--- config.mk ---
export PLATFORM = sky130hd
export DESIGN_NAME = wb_ctrl
export DESIGN_NICKNAME = d
export VERILOG_FILES = /design/src/rtl/wb_pkg.sv /design/src/rtl/wb_queue.sv /design/src/rtl/wb_ctrl.sv
export SDC_FILE = /design/constraint.sdc
export NUM_CORES = 1
export LEC_CHECK = 0
export ABC_AREA = 1
export CORE_MARGIN = 10
export CORE_UTILIZATION = 37
export CTS_BUF_LIST = sky130_fd_sc_hd__clkbuf_2
export CTS_CLUSTER_DIAMETER = 100
export DETAILED_ROUTE_END_ITERATION = 8
export PLACE_DENSITY = 0.67
export SLEW_MARGIN = 20
export SYNTH_ARGS = -nofsm -noshare
export SYNTH_HDL_FRONTEND = slang
export SYNTH_HIERARCHICAL = 1
export SYNTH_SLANG_ARGS = --single-unit
--- constraint.sdc ---
create_clock -name clk -period 7.7 [get_ports clk]
set_clock_uncertainty 0.2 [all_clocks]
set_input_delay 2.31 -clock clk [delete_from_list [all_inputs] [get_ports clk]]
set_output_delay 2.31 -clock clk [all_outputs]
set_load 0.02 [all_outputs]
--- src/rtl/wb_pkg.sv ---
// Shared types and constants for the writeback controller: source encoding,
// queue entry layout and the destination-match helper used by the hazard check.
package wb_pkg;

    localparam int unsigned REG_ADDR_WIDTH = 5;
    localparam int unsigned DATA_WIDTH     = 32;
    localparam int unsigned SEL_WIDTH      = 2;

    typedef enum logic [1:0] {
        WB_DMEM = 2'b00,
        WB_ALU  = 2'b01,
        WB_PC4  = 2'b10,
        WB_NONE = 2'b11
    } wb_src_t;

    typedef struct packed {
        logic [REG_ADDR_WIDTH-1:0] rd;
        wb_src_t                   src;
        logic [DATA_WIDTH-1:0]     data;
    } wb_entry_t;

    // x0 is hardwired to zero, so it can never be a true dependency.
    function automatic logic rd_hits(input logic [REG_ADDR_WIDTH-1:0] rd,
                                     input logic [REG_ADDR_WIDTH-1:0] rs1,
                                     input logic [REG_ADDR_WIDTH-1:0] rs2);
        return (rd != '0) && ((rd == rs1) || (rd == rs2));
    endfunction

endpackage

--- src/rtl/wb_queue.sv ---
// Generic circular FIFO with wrap-bit pointers, occupancy count and a flat
// view of every slot plus its valid bit for associative lookups.
module wb_queue #(
    parameter int unsigned WIDTH = 8,
    parameter int unsigned DEPTH = 4,
    localparam int unsigned AW   = $clog2(DEPTH)
) (
    input  logic                   clk,
    input  logic                   rst_n,
    input  logic                   push_i,
    input  logic                   pop_i,
    input  logic [WIDTH-1:0]       wdata_i,
    output logic [WIDTH-1:0]       rdata_o,
    output logic                   full_o,
    output logic                   empty_o,
    output logic [AW:0]            count_o,
    output logic [DEPTH*WIDTH-1:0] entries_o,
    output logic [DEPTH-1:0]       valid_o
);

    logic [WIDTH-1:0] mem_q [DEPTH];
    logic [WIDTH-1:0] mem_d [DEPTH];
    logic [AW:0]      wptr_q, wptr_d;
    logic [AW:0]      rptr_q, rptr_d;
    logic [AW-1:0]    offset;
    logic             push_en, pop_en;

    always_comb begin
        empty_o = (wptr_q == rptr_q);
        full_o  = (wptr_q[AW-1:0] == rptr_q[AW-1:0]) && (wptr_q[AW] != rptr_q[AW]);
        count_o = wptr_q - rptr_q;
        rdata_o = mem_q[rptr_q[AW-1:0]];
        push_en = push_i && !full_o;
        pop_en  = pop_i && !empty_o;
    end

    always_comb begin
        mem_d  = mem_q;
        wptr_d = wptr_q;
        rptr_d = rptr_q;
        if (push_en) begin
            mem_d[wptr_q[AW-1:0]] = wdata_i;
            wptr_d = wptr_q + 1'b1;
        end
        if (pop_en) begin
            rptr_d = rptr_q + 1'b1;
        end
    end

    // A slot is live when its distance from the read index is below the count.
    always_comb begin
        entries_o = '0;
        valid_o   = '0;
        offset    = '0;
        for (int i = 0; i < int'(DEPTH); i++) begin
            entries_o[i*WIDTH +: WIDTH] = mem_q[i];
            offset     = AW'(i) - rptr_q[AW-1:0];
            valid_o[i] = ({1'b0, offset} < count_o);
        end
    end

    always_ff @(posedge clk or negedge rst_n) begin
        if (!rst_n) begin
            wptr_q <= '0;
            rptr_q <= '0;
            for (int i = 0; i < int'(DEPTH); i++) begin
                mem_q[i] <= '0;
            end
        end else begin
            wptr_q <= wptr_d;
            rptr_q <= rptr_d;
            for (int i = 0; i < int'(DEPTH); i++) begin
                mem_q[i] <= mem_d[i];
            end
        end
    end

endmodule

--- src/rtl/wb_ctrl.sv ---
// In-order writeback controller: queues retiring instructions, drives the
// register-file write port and mux select, flags pending-destination hazards.
module wb_ctrl #(
    parameter int unsigned DATA_WIDTH     = 32,
    parameter int unsigned SEL_WIDTH      = 2,
    parameter int unsigned REG_ADDR_WIDTH = 5,
    parameter int unsigned DEPTH          = 4
) (
    input  logic                      clk,
    input  logic                      rst_n,
    input  logic                      iss_valid,
    output logic                      iss_ready,
    input  logic [REG_ADDR_WIDTH-1:0] iss_rd,
    input  logic [SEL_WIDTH-1:0]      iss_src,
    input  logic [DATA_WIDTH-1:0]     iss_data,
    input  logic                      ld_rvalid,
    output logic [SEL_WIDTH-1:0]      wb_sel,
    output logic [DATA_WIDTH-1:0]     wb_alu,
    output logic [DATA_WIDTH-1:0]     wb_pc4,
    output logic                      rf_we,
    output logic [REG_ADDR_WIDTH-1:0] rf_waddr,
    input  logic [REG_ADDR_WIDTH-1:0] hz_rs1,
    input  logic [REG_ADDR_WIDTH-1:0] hz_rs2,
    output logic                      hazard,
    output logic                      err,
    output logic                      busy
);

    import wb_pkg::*;

    localparam int unsigned EW = $bits(wb_entry_t);
    localparam int unsigned AW = $clog2(DEPTH);

    wb_entry_t            entry_in, head, slot;
    logic [EW-1:0]        q_rdata;
    logic [DEPTH*EW-1:0]  q_entries;
    logic [DEPTH-1:0]     q_valid;
    logic [AW:0]          q_count;
    logic                 q_full, q_empty;
    logic                 push, retire, stray;
    logic                 err_q, err_d;

    always_comb begin
        entry_in = '{rd: iss_rd, src: wb_src_t'(iss_src), data: iss_data};
        push     = iss_valid && !q_full;
    end

    wb_queue #(
        .WIDTH (EW),
        .DEPTH (DEPTH)
    ) u_queue (
        .clk       (clk),
        .rst_n     (rst_n),
        .push_i    (push),
        .pop_i     (retire),
        .wdata_i   (entry_in),
        .rdata_o   (q_rdata),
        .full_o    (q_full),
        .empty_o   (q_empty),
        .count_o   (q_count),
        .entries_o (q_entries),
        .valid_o   (q_valid)
    );

    // Loads block the head until data memory answers; everything else drains at once.
    always_comb begin
        head      = wb_entry_t'(q_rdata);
        wb_sel    = SEL_WIDTH'(WB_ALU);
        rf_waddr  = '0;
        wb_alu    = '0;
        wb_pc4    = '0;
        retire    = 1'b0;
        rf_we     = 1'b0;
        if (!q_empty) begin
            wb_sel   = SEL_WIDTH'(head.src);
            rf_waddr = head.rd;
            wb_alu   = head.data;
            wb_pc4   = head.data;
            retire   = (head.src != WB_DMEM) || ld_rvalid;
            rf_we    = retire && (head.src != WB_NONE) && (head.rd != '0);
        end
        iss_ready = !q_full;
        busy      = (q_count != '0);
    end

    // Conservative: the head still counts even in the cycle it retires.
    always_comb begin
        hazard = 1'b0;
        slot   = '0;
        for (int i = 0; i < int'(DEPTH); i++) begin
            slot = wb_entry_t'(q_entries[i*EW +: EW]);
            if (q_valid[i] && rd_hits(slot.rd, hz_rs1, hz_rs2)) begin
                hazard = 1'b1;
            end
        end
    end

    always_comb begin
        stray = ld_rvalid && (q_empty || (head.src != WB_DMEM));
        err_d = err_q || stray;
        err   = err_q;
    end

    always_ff @(posedge clk or negedge rst_n) begin
        if (!rst_n) begin
            err_q <= 1'b0;
        end else begin
            err_q <= err_d;
        end
    end

endmodule

==> out/metrics.yaml, run 1 <==
power_and_ir_drop:
  intPower_mw: 2.83
  ir_drop_mv: 0.282
  p_total_mw: 6.00
  leakagePower_nw: 5.43
  swShare: 0.529
  power.density_nw_per_um2: 555
  power_frac_comb: 0.669
  p_clk_frac: 0.074
  power_frac_seq: 0.257
  p_sw_mw: 3.17
critical_path:
  r2r_slack_ns: 3.43
  r2r_start: "u_queue/rptr_q[0]$_DFFE_PN0P_"
  ff2ff_path_depth: 10
  crit_path_start_kind: "flop"
  cp_data_arrival_time_ns: 4.66
  required_ns: 5.19
  worstReg2RegEnd: "u_queue/entries_o[21]$_DFFE_PN0P_"
  critPathMaxFanout: 48
  critPathKind: "flop to primary output"
  critPathCaptureType: "primary output"
synthesis:
  avgSynthCellArea_um2: 7.32
  synthFlopType: "dfrtp_1"
  synth_nets: 1362
  ys_warn_count: 6
  synth.cell_area_um2: 9470
  yosys.area.top_type_share: 0.431
  ys_types: 29
  synthArstFlopShare: 1.00
  yosysTopAreaCell: "dfrtp_1"
  synth_seq_cells: 163
  ys_seq_area_frac: 0.431
  synth-edff-count: 0
  synth.area.top_cells: "dfrtp_1, nand2_1, nand4_1, nor2_1, o21ai_0"
  synthCells: 1294
detailed_routing:
  ant_nets: 0
  wl_per_cell_um: 17.8
  met3_length_um: 1930
  drt-pass1-iter-count: 6
  vias: 8956
  m1WireLength_um: 13400
  routed_wl_um: 29700
  top_layer: "met4"
  post-route-drc-count: 0
  vias_per_cell: 5.36
  wl_met2_um: 14000
  drt_iter0_drc: 928
placed_design:
  hpwl_um: 17500
  dp.cells: 1634
  io_buffer_count: 128
  place_ws_ns: 0.952
  placed_area_um2: 10600
  globalplace.congestion: 0.802
run:
  cap_violations: 0
clock_tree:
  postCtsSetupBuffers: 0
  root_buffer: "clkbuf_2"
  cts_buffer_depth: 2
  cts_tree: "done"
  cts_buffers: 17
  clk_pin_slew_worst_paths_ns: 0.25
  htreeDepth: 4
  clk_latency_ns: 0.76
  numClockSinks: 163
finish:
  final_cell_mix: "nand2_1, dfrtp_1, nand4_1"
  nets: 1392
  area_growth_pct: 14.2
  utilization: 0.429
  final_common_cell: "nand2_1"
  fill_cells: 2636
  drive_gt1_frac: 0.0479
  final_area_um2: 10800
  layout.cells.non_filler: 1670
sta:
  worstMarginPinSlew_ns: 1.14
  layout_setup_ws_ns: 0.535
  fin_crit_ns: 7.17
  period_share: 0.931
  rsz0062_at_grt: "no"
  setup-tns-final_ns: 0
  hold_viol: 0
  setup_viol: 0
  max_freq_mhz: 140
  maxSlewViolCount: 0
  relSlewSlack: 0.242
  timing.hold.ws_ns: 0.296
global_route:
  grt_antenna_before_repair: 1
  grt_overflow_total: 0
  track_usage: 0.179
  grt_pass1_vias: 8748
  grt_max_degree: 106
  grt_first_pass_wirelength_um: 48300
floorplan:
  ios: 129
  die-height_um: 180
  die_w_um: 180
  core-area_um2: 25200
  start_util: 0.376
  rows: 58
  die-area_um2: 32400
hold_path:
  hp-start: "u_queue/entries_o[101]$_DFFE_PN0P_"
  holdPathStages: 2
  hold_path.class: "flop to flop"
  whs_endpoint: "u_queue/entries_o[101]$_DFFE_PN0P_"
run_status:
  status: "complete, no violations"
-- cells in the mapped netlist (8+ instances only) --
library cell	count
nand4_1	160
o21ai_0	83
buf_4	36
buf_2	27
inv_1	88
o22ai_1	39
nand2_1	426
nor2_1	140
clkbuf_1	42
ha_1	14
buf_1	13
xnor2_1	8
nand3_1	17
dfrtp_1	163
buf_6	13
-- worst max-delay path, cell delays in order, from the launching register on --
cell,delay (ns)
dfrtp_2,0.99
buf_4,0.54
clkinv_2,0.68
o21ai_0,0.39
o22ai_1,0.19
inv_1,0.10
o21ai_0,0.07
a21oi_1,0.25
clkdlybuf4s50_1,0.66
-- how the worst max path moves through the flow --
stage | startpoint | endpoint | slack [ns] | cells after the start
after floorplan | ld_rvalid | rf_we | 2.08 | 4
final | u_queue/rptr_q[0]$_DFFE_PN0P_ | rf_we | 0.53 | 8
after global routing | u_queue/rptr_q[0]$_DFFE_PN0P_ | rf_we | 0.1 | 9
after global placement | ld_rvalid | rf_we | 0.92 | 6
after detailed placement | ld_rvalid | rf_we | 0.95 | 6
after CTS | u_queue/rptr_q[0]$_DFFE_PN0P_ | rf_we | 0.44 | 9
-- flip-flops by register name (all words and copies together) (netlist names) --
register           count
u_queue/wptr_q         3
err                    1
u_queue/rptr_q         3
u_queue/entries_o    156
-- routing by layer --
layer  track usage  vias to the layer above
li1              -                     4300
met1         0.241                     4321
met2         0.291                      299
met3        0.0357                       36
met4        0.0413                        0
met5             0                        -
-- power groups by stage --
stage | logic [mW] | clock network [mW] | registers (mW)
global placement | 3.95 | 0 | 1.55
global route | 4.44 | 0.494 | 1.60
detailed placement | 4.01 | 0 | 1.56
finish | 4.01 | 0.444 | 1.54
CTS | 4.02 | 0.458 | 1.54
floorplan | 2.82 | 0 | 1.45
-- layout make-up --
type,instances,area [µm²],area share
Tap cell,330,413,0.0382
Clock buffer,17,85.1,0.00787
Antenna cell,3,7.51,0.000694
Timing Repair Buffer,143,1410,0.130
Inverter,92,347,0.0321
Multi-Input combinational cell,907,4340,0.401
Clock inverter,15,131,0.0122
Sequential cell,163,4080,0.377
-- repair_timing --
action,in CTS,in global routing
endpoints found under the hold margin,0,0
resized for setup,0,1
hold buffers,0,0
setup endpoints to repair,0,1
-- cells by family (layout without fill, tap and decap cells) --
| kind of cell | after synthesis | after routing | share of synthesized area |
|---|---|---|---|
| AOI/OAI and AO/OA | 129 | 129 | 0.0748 |
| other | 0 | 3 | 0 |
| adders and majority gates | 15 | 15 | 0.0206 |
| DFF | 163 | 163 | 0.431 |
| xor gates and xnor gates | 13 | 13 | 0.0120 |
| buffers and inverters | 224 | 267 | 0.117 |
| and+or+nand+nor | 750 | 750 | 0.345 |
No activity file was read; power rests on OpenSTA's default activity.
==> run 2: changes to the inputs <==
Settings changed: ABC_AREA 1 to not set, HOLD_SLACK_MARGIN set to 0.15, PLACE_DENSITY 0.67 to 0.58.
==> run 2 against run 1 <==
Effect of this change: sequential share of layout area up 2.9 points; highest routed layer unchanged; worst setup slack better by 0.33 ns; flip-flop and latch count unchanged; die area down 9.6%; largest cell class is now sequential cells; cell count down 41%; area after synthesis down 11%.
==> out/metrics.yaml, run 2 <==
placed_design:
  io_buffer_count: 128
  globalplace.congestion: 0.876
  place_ws_ns: 0.857
  hpwl_um: 14200
sta:
  maxSlewViolCount: 0
  hold_viol: 0
  max_freq_mhz: 146
  rsz0062_at_grt: "no"
  fin_crit_ns: 6.84
  period_share: 0.888
  setup-tns-final_ns: 0
  worstMarginPinSlew_ns: 1.09
  setup_viol: 0
  relSlewSlack: 0.274
  layout_setup_ws_ns: 0.860
synthesis:
  synthFlopType: "dfrtp_1"
  synth_seq_cells: 163
  yosys.area_share.simple: 0.0555
  ys_types: 32
  ys_warn_count: 6
  yosysTopAreaCell: "dfrtp_1"
  synth-compound-area-share: 0.0130
  ys_top_cells_by_count: "dfrtp_1, mux2_2, mux4_2"
  synth.most_common_cell: "dfrtp_1"
  synthMuxAreaShare: 0.321
  synth.area.top_cells: "dfrtp_1, mux2_2, mux4_2, buf_4, xnor2_1"
  ys_seq_area_frac: 0.483
  avgSynthCellArea_um2: 14.1
  synth.cell_area_um2: 8450
  synth_top_family_by_area: "multiplexers"
  yosys.area.top_type_share: 0.483
  synthAdderAreaFrac: 0.0231
  synthXorXnorAreaFrac: 0.0475
  synthCells: 598
  synth_nets: 666
  synth-edff-count: 0
  synthArstFlopShare: 1.00
critical_path:
  ff2ff_path_depth: 8
  crit_path_start_kind: "primary input"
  r2r_slack_ns: 3.85
  critPathMaxFanout: 4
  required_ns: 5.19
  critPathCaptureType: "primary output"
  critPathKind: "primary input to primary output"
  worstReg2RegEnd: "u_queue/entries_o[53]$_DFFE_PN0P_"
  cp_data_arrival_time_ns: 4.33
  r2r_start: "u_queue/rptr_q[0]$_DFFE_PN0P_"
clock_tree:
  post_cts_resized: 0
  clk_pin_slew_worst_paths_ns: 0.24
  cts_hold_buf: 0
  cts_buffers: 17
  cts_tree: "done"
  postCtsSetupBuffers: 0
  numClockSinks: 163
  htreeDepth: 4
  clk_latency_ns: 0.71
  cts_buffer_depth: 2
  root_buffer: "clkbuf_2"
finish:
  multi_input_area_um2: 3940
  area_growth_pct: 18.8
  drive_gt1_frac: 0.350
  final_cell_mix: "dfrtp_1, mux2_2, clkdlybuf4s50_1"
  largest_reg_flops: 156
  regArea_um2: 4080
  fill_cells: 2002
  nets: 758
  final_common_cell: "dfrtp_1"
detailed_routing:
  drt_iter0_drc: 195
  vias_per_cell: 5.12
  drt-pass1-iter-count: 4
  wl_per_cell_um: 20.8
  post-route-drc-count: 0
  routed_wl_um: 20600
  vias: 5064
  ant_nets: 0
global_route:
  track_usage: 0.146
  grt_pass1_vias: 5790
  grt_max_degree: 67
  grt_overflow_total: 0
  grt_antenna_before_repair: 1
  grt_first_pass_wirelength_um: 33000
floorplan:
  die_w_um: 171
  ios: 129
  die-height_um: 171
  start_util: 0.374
  die-area_um2: 29300
  core-area_um2: 22600
  rows: 55
hold_path:
  hp-start: "err$_DFF_PN0_"
  hold_path.class: "flop to flop"
  whs_endpoint: "err$_DFF_PN0_"
  holdPathStages: 1
run_status:
  status: "complete, no violations"
run:
  cap_violations: 0
-- run 2: final cells by class --
cell class | instances | share of cell area
Inverter | 11 | 0.00411
Tap cell | 285 | 0.0355
Clock inverter | 13 | 0.0158
Multi-Input combinational cell | 359 | 0.393
Sequential cell | 163 | 0.407
Clock buffer | 19 | 0.00947
Antenna cell | 2 | 0.000498
Timing Repair Buffer | 138 | 0.135
-- run 2: worst max-delay path, stage by stage --
cell and delay, ns:
clkdlybuf4s50_1 0.61, xnor2_1 0.15, nand3_1 0.10, nor3_1 0.25, o221ai_1 0.15, nand4_1 0.13, clkdlybuf4s50_1 0.62
-- run 2: routing by layer --
layer | routed length (µm) | global-route usage | vias up
met5 | 0 | 0 | -
met4 | 136 | 0.0314 | 0
met3 | 1180 | 0.0442 | 9
met2 | 10100 | 0.244 | 117
met1 | 9100 | 0.183 | 2647
li1 | - | - | 2291
-- run 2: cells by family after synthesis --
group	Yosys count
and+or+nand+nor	81
adders and majority gates	15
AOI/OAI and AO/OA	19
DFF	163
muxes	199
xor gates and xnor gates	45
buffers and inverters	76
-- run 2: metrics by stage --
step           area [µm²]  hold WS (ns)  std cells  utilization
6_report            10000         0.313        990        0.445
5_1_grt             10000         0.343        990        0.445
4_1_cts             10000         0.317        988        0.445
3_5_place_dp         9780         0.265        956        0.433
3_3_place_gp         9780         0.260        956        0.433
2_1_floorplan        8450         0.275        598            -
-- run 2: worst max path at each step --
stage | endpoint | from
global route | hazard | hz_rs1[2]
detailed placement | hazard | hz_rs1[0]
global placement | hazard | hz_rs1[0]
floorplan | hazard | hz_rs2[4]
finish | hazard | hz_rs1[0]
CTS | hazard | hz_rs1[0]
Power of run 2 is not shown: default switching activity piles up to over one toggle a cycle in this logic, so the estimate is an artifact.
==> run 3: changes to the inputs <==
==> constraint.sdc (replaced) <==
create_clock -name clk -period 7.7 [get_ports clk]
set_clock_uncertainty 0.2 [all_clocks]
set_input_delay 1.54 -clock clk [delete_from_list [all_inputs] [get_ports clk]]
set_output_delay 1.54 -clock clk [all_outputs]
set_load 0.02 [all_outputs]
==> run 3 against run 2 <==
Effect of this change: count of clock-buffer cells in the layout rose by 1; non-clock buffer count down 2; maximum frequency increased by 13%; hold slack improved by 0.0061 ns; register-to-register slack got worse by 0.39 ns; wire length is 0.54% lower; core utilization rose by 0.33 points; largest cell class unchanged.
==> out/metrics.yaml, run 3 (synthesis gave the netlist of run 2 again) <==
run_status:
  status: "complete, no violations"
sta:
  timing.hold.ws_ns: 0.319
  setup-tns-final_ns: 0
  worstMarginPinSlew_ns: 0.954
  relSlewSlack: 0.364
  maxSlewViolCount: 0
  hold_viol: 0
  layout_setup_ws_ns: 1.66
  setup_viol: 0
  fin_crit_ns: 6.04
  max_freq_mhz: 165
  period_share: 0.785
  rsz0062_at_grt: "no"
placed_design:
  hpwl_um: 13800
  place_ws_ns: 2.41
  io_buffer_count: 128
  globalplace.congestion: 0.919
critical_path:
  r2r_start: "u_queue/rptr_q[0]$_DFFE_PN0P_"
  cpPeakStageDelay_ns: 1.11
  ff2ff_path_depth: 8
  critPathMaxFanout: 44
  worstReg2RegEnd: "u_queue/entries_o[152]$_DFFE_PN0P_"
  cp_cell_sequence: "ha_1 > inv_1 > fa_1 > inv_1 > ha_1 > nor2_1 > o21ai_0 > o221ai_1 > nand4_1 > clkdlybuf4s50_1"
  crit_path_start_kind: "flop"
  r2r_slack_ns: 3.46
  crit_family: "flip-flops"
  crit_slowest_cell: "dfrtp_4"
  critPathKind: "flop to primary output"
  critPathCaptureType: "primary output"
  required_ns: 5.96
  path_buf_inv: 3
  cp_data_arrival_time_ns: 4.30
global_route:
  grt_max_degree: 86
  track_usage: 0.143
  grt_first_pass_wirelength_um: 32400
  grt_pass1_vias: 5867
  grt_antenna_before_repair: 0
  grt_overflow_total: 0
clock_tree:
  cts_hold_buf: 0
  cts_buffer_depth: 2
  post_cts_resized: 0
  postCtsSetupBuffers: 0
  numClockSinks: 163
  htreeDepth: 4
  clk_latency_ns: 0.67
  cts_buffers: 17
  root_buffer: "clkbuf_2"
  clk_pin_slew_worst_paths_ns: 0.22
  cts_tree: "done"
detailed_routing:
  drt_iter0_drc: 213
  vias_per_cell: 5.15
  wl_per_cell_um: 20.7
  ant_nets: 0
  drt-pass1-iter-count: 4
  routed_wl_um: 20400
  post-route-drc-count: 0
  vias: 5077
finish:
  utilization: 0.448
  final_common_cell: "dfrtp_1"
  diodes: 0
  fill_cells: 2044
  final_cell_mix: "dfrtp_1, mux2_2, clkdlybuf4s50_1"
  largest_reg_flops: 156
  drive_gt1_frac: 0.351
  nets: 756
  area_growth_pct: 19.7
run:
  cap_violations: 0
hold_path:
  hp-start: "err$_DFF_PN0_"
  hold_path.class: "flop to flop"
  holdPathStages: 1
  whs_endpoint: "err$_DFF_PN0_"
floorplan:
  die_w_um: 171
  ios: 129
  die-height_um: 171
  die-area_um2: 29300
  core-area_um2: 22600
  start_util: 0.374
  rows: 55
==> run 3: how the worst max path moves through the flow <==
stage | from | to | cells past startpoint
floorplan | u_queue/rptr_q[1]$_DFFE_PN0P_ | wb_pc4[20] | 9
global placement | u_queue/rptr_q[0]$_DFFE_PN0P_ | hazard | 10
detailed placement | hz_rs2[4] | hazard | 7
CTS | u_queue/rptr_q[0]$_DFFE_PN0P_ | hazard | 10
global route | u_queue/rptr_q[0]$_DFFE_PN0P_ | hazard | 10
finish | u_queue/rptr_q[0]$_DFFE_PN0P_ | hazard | 10
==> run 3: metal layers <==
layer / global-route usage / part of all wire
met5: 0 / 0
met4: 0.0367 / 0.0090
met3: 0.0408 / 0.054
met2: 0.243 / 0.50
met1: 0.175 / 0.44
==> run 3: final cells by class <==
| type | instances | area, µm² | area share |
|---|---|---|---|
| sequential | 163 | 4080 | 0.404 |
| tap | 285 | 357 | 0.0353 |
| inverter | 11 | 41.3 | 0.00408 |
| multi-input combinational | 359 | 3940 | 0.390 |
| clock inverter | 12 | 228 | 0.0225 |
| timing repair buffer | 136 | 1360 | 0.135 |
| clock buffer | 20 | 100 | 0.00989 |
==> run 3: worst reg2reg max path: cells and delay by family, from the launching register on <==
kind	cells	cell delay [ns]
compound gates	1	0.66
fa+ha+maj	1	0.43
buf+inv	1	0.49
flops	1	1.11
mux	1	0.39
simple gates	4	0.84
==> run 3: through the flow <==
stage / instances / instance area, µm²
after global placement: 953 / 9760
after detailed placement: 953 / 9760
after CTS: 985 / 10100
after global routing: 986 / 10100
after floorplan: 598 / 8450
final: 986 / 10100
Power of run 3 is left out for the same reason.
